## config.mk

```make
export PLATFORM = sky130hd
export DESIGN_NAME = fifo
export DESIGN_NICKNAME = d
export VERILOG_FILES = /design/src/rtl/fifo.sv
export SDC_FILE = /design/constraint.sdc
export NUM_CORES = 1
export LEC_CHECK = 0
export ABC_AREA = 1
export CAP_MARGIN = 0
export CORE_ASPECT_RATIO = 2
export CORE_MARGIN = 5
export CORE_UTILIZATION = 30
export CTS_BUF_LIST = sky130_fd_sc_hd__clkbuf_8
export DETAILED_ROUTE_END_ITERATION = 8
export HOLD_SLACK_MARGIN = 0.12
export SYNTH_ARGS = -nofsm -noshare
export SYNTH_HDL_FRONTEND = slang
export SYNTH_SLANG_ARGS = --single-unit
```

## constraint.sdc

```tcl
create_clock -name clk -period 2.2 [get_ports clk]
set_input_delay 0.55 -clock clk [delete_from_list [all_inputs] [get_ports clk]]
set_output_delay 0.55 -clock clk [all_outputs]
set_load 0.02 [all_outputs]
```

## src/rtl/fifo.sv

```systemverilog
// Single-clock FIFO with full/empty flags and registered overflow/underflow pulses.
// Pointers carry one extra wrap bit to tell full from empty.
module fifo #(
  parameter int WIDTH     = 8,
  parameter int FIFO_SIZE = 16,
  parameter int PTR_WIDTH = $clog2(FIFO_SIZE)
) (
  input  logic             clk,
  input  logic             res,
  input  logic             wr_en,
  input  logic             rd_en,
  input  logic [WIDTH-1:0] wdata,
  output logic [WIDTH-1:0] rdata,
  output logic             empty,
  output logic             full,
  output logic             overflow,
  output logic             underflow
);

  logic [WIDTH-1:0] mem_q [FIFO_SIZE];

  logic [PTR_WIDTH:0] wr_ptr_q, wr_ptr_d;
  logic [PTR_WIDTH:0] rd_ptr_q, rd_ptr_d;
  logic [WIDTH-1:0]   rdata_q, rdata_d;
  logic               ovf_q, ovf_d;
  logic               unf_q, unf_d;

  logic [PTR_WIDTH-1:0] wr_addr;
  logic [PTR_WIDTH-1:0] rd_addr;
  logic                 do_wr;
  logic                 do_rd;

  assign wr_addr = wr_ptr_q[PTR_WIDTH-1:0];
  assign rd_addr = rd_ptr_q[PTR_WIDTH-1:0];

  assign empty = (wr_ptr_q == rd_ptr_q);
  assign full  = (wr_addr == rd_addr) &&
                 (wr_ptr_q[PTR_WIDTH] != rd_ptr_q[PTR_WIDTH]);

  // Acceptance decisions use pre-edge flags only.
  assign do_wr = wr_en & ~full;
  assign do_rd = rd_en & ~empty;

  always_comb begin
    wr_ptr_d = wr_ptr_q;
    rd_ptr_d = rd_ptr_q;
    rdata_d  = rdata_q;
    ovf_d    = wr_en & full;
    unf_d    = rd_en & empty;
    if (do_wr) wr_ptr_d = wr_ptr_q + 1'b1;
    if (do_rd) begin
      rd_ptr_d = rd_ptr_q + 1'b1;
      rdata_d  = mem_q[rd_addr];
    end
  end

  always_ff @(posedge clk or posedge res) begin
    if (res) begin
      wr_ptr_q <= '0;
      rd_ptr_q <= '0;
      rdata_q  <= '0;
      ovf_q    <= 1'b0;
      unf_q    <= 1'b0;
    end else begin
      wr_ptr_q <= wr_ptr_d;
      rd_ptr_q <= rd_ptr_d;
      rdata_q  <= rdata_d;
      ovf_q    <= ovf_d;
      unf_q    <= unf_d;
    end
  end

  // Storage is deliberately left out of reset.
  always_ff @(posedge clk) begin
    if (do_wr) mem_q[wr_addr] <= wdata;
  end

  assign rdata     = rdata_q;
  assign overflow  = ovf_q;
  assign underflow = unf_q;

endmodule

```

### Word level (Yosys, flattened, before mapping)

Memories as Yosys holds them, arrays and structs flattened. A register that Yosys moved wholly into a read port is not among the register bits.
Index checks and enable logic that the tools add are counted.

* register bits after elaboration: 12
* bits in latches: 0
* RAM bits: 128
* memory bits (read-only): 0
* input bits: 12
* output and inout bits: 12
* logic and storage cells: 19
* memories kept: 1

* add/subtract/negate cells: 2
* multiply operators: 0
* div/mod/pow operators: 0
* $lt $le $gt $ge: 0
* equal/unequal tests: 3
* shift-type cells: 0
* muxes and demuxes: 2
* bitwise operators: 6
* reductions and logical operators: 1

Memory list
* mem_q: words 16, width 8, rd ports 1, clocked after memory_dff 1, wr ports 1, RTL line 20 `logic [WIDTH-1:0] mem_q [FIFO_SIZE];`

Operators by type and width (count)
* 5-bit by 1-bit adder with 5-bit output, second input constant: 2
* 5-bit == test: 1
* 1-bit AND: 4
* 4-bit == test: 1
* 1-bit 2-to-1 mux: 2
* 1-bit NOT: 2
* 1-bit logical AND: 1
* 1-bit != test: 1

### Depth between registers and ports, before layout

Gate-level depths: netlist (run 1).

* depth after elaboration: 6
* depth in mapped cells: 12

### Least setup slack after synthesis (run 1)

No wires, ideal clock.

* kind: reg2reg
* start: reg rd_ptr_q[1]
* end: mem mem_q[12][0], enable pin
* library setup time: 0.383 ns
* arrival: 1.684 ns
* setup slack: 0.133 ns
* stages on the path, launching flop included: 9
* path buffers: 2
* clock period less this slack: 2.067 ns
* path through: dfrtp_1 buf_2 clkinv_2 nand2_1 a21oi_2 nand3b_2 nand2_2 buf_2 nor3_1

* cells in the longest elaborated chain, start to end: 6

RTL lines
* from (decl): RTL line 23 `logic [PTR_WIDTH:0] rd_ptr_q, rd_ptr_d;`
* from (signal assigned): RTL line 66 `rd_ptr_q <= rd_ptr_d;`
* 4-bit == test: RTL line 37 `assign full = (wr_addr == rd_addr) &&`
* 1-bit logical AND: RTL line 37
* 1-bit NOT: RTL line 41 `assign do_wr = wr_en & ~full;`
* 1-bit AND: RTL line 41
* 1-bit 2-to-1 mux: RTL line 75 `if (do_wr) mem_q[wr_addr] <= wdata;`
* 1-bit 2-to-1 mux (not written as such): RTL line 75
* to (decl): RTL line 20

Every way passes these cells.

### Worst setup path in the final report (run 1)

* start: reg rd_ptr_q[0]
* end: out empty

* cells in the longest elaborated chain, start to end: 1

RTL lines
* 5-bit == test: RTL line 36 `assign empty = (wr_ptr_q == rd_ptr_q);`
* to (decl): RTL line 14 `output logic empty,`

Every way passes these cells.

==> run metrics, run 1 <==
synth unique cells 24; Final GP Congestion 0.813; drt wl/cell 16.0 µm; worst slew pin tran 0.697 ns; DP Cell Count 1006; Seq/Total Area, Yosys 65.2%; async set or reset register ratio after synthesis 13.5%; IO buf count 23; full die area 25500 µm²; Worst EP required 1.65 ns; # H-tree levels 4; Max-cap violations 0; Ant. Diodes 0; syn avg cell area 9.63 µm²; Longest Clk Path Bufs 2; initial antenna violation count 0; syn_nets 709; I/O Pins 24; grt met2 use 27.0%; vias per cell 4.35; Hold Vio Cnt, Final 0; CP Capture Type output pin; Worst EP arrival 1.54 ns; leakage 3.56 nW; VDD IR-drop max 0.000447 V; hpwl dp 11.5 mm; post-synthesis cell count 692; number of flops mapped to enable cells by yosys 128; DRT antenna net count 0; Detailed Routing Iterations Pass 1 6; commonest cells after routing, fill and taps aside 253 x nand2_1, 134 x inv_1, 128 x edfxtp_1; met3 usage 2.44%; Warnings, synthesis 0; RSZ-0062 raised after global routing false; site row count 77; compound-cell area share of the yosys netlist 0.282%; pin count of the biggest net entering global routing 66; post-route insts no fill 1038; GRT Max-Usage Layer met2; share of the synthesized area in the top cell type 57.7%; CTS tree yes; simple logic cell fraction of the synthesized area 22.5%; initial core utilization 30.3%; share of cells above drive strength 1 11.7%; Relative slew margins 53.5%; Max Slew Vio Count 0; vias in the first global route 4569; Hold Path Class primary input to asynchronous set/reset pin; Core ar. 22000 µm²; gr usage total 13.7%; Nets 766; clock latency at the later pin of the worst-skew pair 0.45 ns; met1 Track Usage GR 12.5%; # hold bufs at CTS 0; Area growth syn-to-layout 17.9%; via count 4516; fmax 478 MHz; final worst-path cycle share 95.0%; global-route wire length before repair 25.1 mm; DRC Markers 0; Crit Path Max Fanout 4; ys flop type edfxtp_1; setup bufs post-CTS 0; post-synthesis mux area share 0%; post-synth top area cell edfxtp_1; GR Overflow Total 0; mapped cell area 6670 µm²; clock slew at reported path FFs 0.08 ns; ranking of synthesized cells by area edfxtp_1 58%, nand2_1 14%, dfrtp_1 7.5%; Seq cells post-synth 148; endpoints failing setup 0; routed wire length 16.6 mm; Power Dens Cells 1190 nW/µm²; XOR/XNOR share of the synthesized area 1.18%; post-layout min period 2.09 ns; clock sink count 148; Startpoint Class flip-flop; setup TNS 0 ns; final clock skew 0.0103 ns; Root Driver clkbuf_8; Initial DRC Count 229; commonest non-fill, non-tap cell in the layout nand2_1; post-synthesis adder-cell area fraction 0.939%; cts bufs inserted 17; status complete, no violations; CP Class flip-flop to output pin; largest family of logic cells by synthesized area simple AND/OR/NAND/NOR gates; Die X 115 µm; die height 221 µm
-- sequential cells by signal, indices dropped and copies added, names as in the netlist --
signal and cells:
rdata 8, wr_ptr_q 5, overflow 1, rd_ptr_q 5, mem_q 128, underflow 1
-- where the power goes --
part / switching [mW] / total (mW) / internal [mW] / leakage (nW)
Sequential: 0.139 / 3.56 / 3.42 / 1.41
Clock: 1.00 / 2.11 / 1.11 / 0.200
Combinational: 2.45 / 3.64 / 1.19 / 1.95
-- final cells by class --
class	instances	area, µm²
Timing Repair Buffer	65	553
Multi-Input combinational cell	377	1680
Clock inverter	15	166
Fill cell	2208	14100
Clock buffer	17	234
Sequential cell	148	4350
Tap cell	276	345
Inverter	140	527
-- worst max-delay path, cell delays in order, from the launching register on --
cell and delay, ns:
dfrtp_2 0.43, nand2_1 0.07, nand2_1 0.08, a21oi_4 0.19, nand3_2 0.11, inv_1 0.07
buf_4 0.13
-- per-layer routing --
metal  wire, µm  vias to the layer above  share of wire, %
met5          0                        -                 0
met4        896                        0               5.4
met3        595                       43               3.6
met2       9620                       97                58
met1       5480                     2102                33
li1           -                     2274                 -
-- cell families (layout without fill, tap and decap cells) --
kind of cell	count (synthesis)	after routing
adder cells (fa/ha/maj)	5	5
XOR/XNOR	9	9
AO/OA/AOI/OAI	3	3
AND/OR/NAND/NOR	360	360
buffers and inverters	167	237
flip-flops	148	148
-- timing repair --
item | CTS | global route
endpoints found under the setup margin | 2 | 2
cloned | 0 | 0
pin swaps | 0 | 1
resized for setup | 8 | 6
hold endpoints to repair | 0 | 0
-- path summary, 6_finish.rpt --
| kind | startpoint | endpoint | depth (start not counted) | slack [ns] |
|---|---|---|---|---|
| max | rd_ptr_q[0] | empty | 6 | 0.11 |
| min | res | overflow | 3 | 0.42 |
| max reg2reg | rd_ptr_q[0] | rdata[7] | 11 | 0.26 |
| min reg2reg | rdata[5] | rdata[5] | 2 | 0.48 |
| max in group asynchronous | res | rd_ptr_q[0] | 3 | 1.54 |
| min in group clk | rdata[5] | rdata[5] | 2 | 0.48 |
-- cell usage after synthesis, types with 3 or more instances --
cell type  instances
nand2_1          253
inv_1            133
edfxtp_1         128
nand3_1           84
dfrtp_1           20
buf_2             14
nor3_1            13
clkbuf_1           7
ha_1               5
xnor2_1            5
inv_2              4
nor2_1             4
xor2_1             4
buf_1              3
-- metrics by stage --
step | hold WS, ns | utilization [%] | setup WS [ns] | cell area, µm² | power [mW]
finish | 0.422 | 35.8 | 0.109 | 7860 | 9.32
detailed placement | 0.466 | 33.9 | 0.126 | 7440 | 7.27
global route | 0.443 | 35.8 | 0.00477 | 7860 | 9.91
CTS | 0.405 | 35.6 | 0.0484 | 7830 | 9.37
global placement | 0.464 | 33.9 | 0.121 | 7440 | 7.23
floorplan | 0.509 | - | 0.133 | 6670 | 5.90
No activity file was read; power rests on OpenSTA's default activity.
==> inputs of run 2 (changes only) <==
--- a/config.mk
+++ b/config.mk
@@ -11,8 +11,10 @@
 export CORE_MARGIN = 5
 export CORE_UTILIZATION = 30
 export CTS_BUF_LIST = sky130_fd_sc_hd__clkbuf_8
+export CTS_CLUSTER_DIAMETER = 120
 export DETAILED_ROUTE_END_ITERATION = 8
 export HOLD_SLACK_MARGIN = 0.12
+export PLACE_DENSITY_LB_ADDON = 0.08
 export SYNTH_ARGS = -nofsm -noshare
 export SYNTH_HDL_FRONTEND = slang
 export SYNTH_SLANG_ARGS = --single-unit
==> run 2 against run 1 <==
Fmax decreased by 0.80%. Global-route usage increased by 0.99 points. Die area unchanged.
==> run metrics, run 2 (same netlist as run 1, synthesis figures left out) <==
drt wl/cell 16.8 µm (was 16.0 µm); Final GP Congestion 0.796 (was 0.813); DRT antenna net count 0 (unchanged); endpoints failing setup 0 (unchanged); slowest cell on the critical path dfrtp_1 (was dfrtp_2); commonest non-fill, non-tap cell in the layout nand2_1 (unchanged); commonest cells after routing, fill and taps aside 253 x nand2_1, 133 x inv_1, 128 x edfxtp_1 (was 253 x nand2_1, 134 x inv_1, 128 x edfxtp_1); area of the multi-input gates 1680 µm² (unchanged); # hold bufs at CTS 0 (unchanged); I/O Pins 24 (unchanged); CP Capture Type output pin (unchanged); Initial DRC Count 221 (was 229); Relative slew margins 52.2% (was 53.5%); status complete, no violations (unchanged); Crit Path Max Fanout 2 (was 4); worst slew pin tran 0.718 ns (was 0.697 ns); Area growth syn-to-layout 18.2% (was 17.9%); Detailed Routing Iterations Pass 1 4 (was 6); WP buf/inv 2 (unchanged); Root Driver clkbuf_8 (unchanged); Core ar. 22000 µm² (unchanged); crit-path cells xor2_1 -> nor2_2 -> nand3_2 -> inv_2 -> buf_6 (was nand2_1 -> nand2_1 -> a21oi_4 -> nand3_2 -> inv_1 -> buf_4); Largest stage delay, worst path 0.40 ns (was 0.43 ns); global-route wire length before repair 27.0 mm (was 25.1 mm); Reg area 4350 µm² (about the same); Hold Path Class primary input to asynchronous set/reset pin (unchanged); DRC Markers 0 (unchanged); initial antenna violation count 0 (unchanged); Die X 115 µm (unchanged); full die area 25500 µm² (unchanged); Worst EP required 1.65 ns (about the same); Max Slew Vio Count 0 (unchanged); site row count 77 (unchanged); cts bufs inserted 17 (unchanged); fmax 474 MHz (was 478 MHz); DP Cell Count 1007 (was 1006); GR Overflow Total 0 (unchanged); routed wire length 17.5 mm (was 16.6 mm); Finished Core Util 35.9% (was 35.8%); vias in the first global route 4764 (was 4569); Worst EP arrival 1.56 ns (was 1.54 ns); # H-tree levels 4 (unchanged); Worst R2R Setup Slack 0.20 ns (was 0.26 ns); clock sink count 148 (unchanged); initial core utilization 30.3% (unchanged); cell family contributing the most delay on the critical path flip-flops (unchanged); vias per cell 4.37 (was 4.35); Longest Clk Path Bufs 2 (unchanged); RSZ-0062 raised after global routing true (was false); Power Dens Cells 1200 nW/µm² (was 1190 nW/µm²); Largest Register mem_q (unchanged); leakage 3.57 nW (was 3.56 nW); Fill cells 2296 (was 2208); IO buf count 23 (unchanged); Ant. Diodes 0 (unchanged); Nets 770 (was 766); max reg flops 128 (unchanged); final worst-path cycle share 95.8% (was 95.0%); pin count of the biggest net entering global routing 66 (unchanged); via count 4549 (was 4516); Hold Vio Cnt, Final 0 (unchanged); Startpoint Class flip-flop (unchanged); post-layout min period 2.11 ns (was 2.09 ns); Max-cap violations 0 (unchanged); share of cells above drive strength 1 12.3% (was 11.7%); clock slew at reported path FFs 0.08 ns (about the same); clock latency at the later pin of the worst-skew pair 0.46 ns (was 0.45 ns); post-route insts no fill 1042 (was 1038); final clock skew 0.00803 ns (was 0.0103 ns); gr usage total 14.7% (was 13.7%); CP Class flip-flop to output pin (unchanged); VDD IR-drop max 0.000721 V (was 0.000447 V); hpwl dp 12.2 mm (was 11.5 mm); die height 221 µm (unchanged); setup TNS 0 ns (unchanged); CTS tree yes (unchanged)
run 2: area by class of cell:
| class | count | share of cell area, % |
|---|---|---|
| clock buffers | 17 | 2.97 |
| clock inverters | 15 | 2.11 |
| inverters | 140 | 6.68 |
| well taps | 276 | 4.38 |
| flip-flops and latches | 148 | 55.2 |
| multi-input cells | 377 | 21.4 |
| repair buffers | 69 | 7.33 |
run 2: report_power, final:
part           switching (mW)  leakage [nW]  internal (mW)  total, mW
registers               0.155          1.41           3.43       3.58
logic                    2.51          1.97           1.23       3.74
clock network            1.04         0.202           1.11       2.15
run 2: repair_timing:
item | 4_1_cts | 5_1_grt
hold endpoints to repair | 0 | 0
setup endpoints to repair | 2 | 2
setup buffers | 0 | 3
resized for setup | 9 | 9
pin swaps | 1 | 5
run 2: worst reg2reg max path, delay by kind of cell, from the launching register on:
| family | cells | cell delay, ns |
|---|---|---|
| XOR/XNOR | 1 | 0.24 |
| buffers and inverters | 2 | 0.33 |
| flip-flops | 1 | 0.42 |
| AND/OR/NAND/NOR | 3 | 0.73 |
run 2: path summary, 6_finish.rpt:
path | from | to | depth (start not counted)
min | res | underflow | 3
max reg2reg | wr_ptr_q[4] | mem_q[11][4] | 6
max in group asynchronous | res | rd_ptr_q[0] | 3
min reg2reg | rdata[6] | rdata[6] | 2
max | wr_ptr_q[3] | empty | 5
min in group clk | rdata[6] | rdata[6] | 2
run 2: per-layer routing:
metal  track usage [%]  vias up  part of all wire, %  wire, µm
li1                  -     2280                    -         -
met1              15.4     2192                   39      6820
met2              27.9       55                   56      9790
met3              3.20       22                  2.3       404
met4              5.84        0                  2.7       465
met5                 0        -                    0         0
run 2: through the flow:
stage                     hold WS [ns]  power, mW  worst slack [ns]  area, µm²
after floorplan                  0.509       5.90             0.133       6670
after global placement           0.469       7.32            0.0217       7430
after detailed placement         0.467       7.35            0.0156       7430
after CTS                        0.391       9.54           0.00342       7820
after global routing             0.434       10.2           -0.0149       7880
final                            0.426       9.47            0.0924       7880
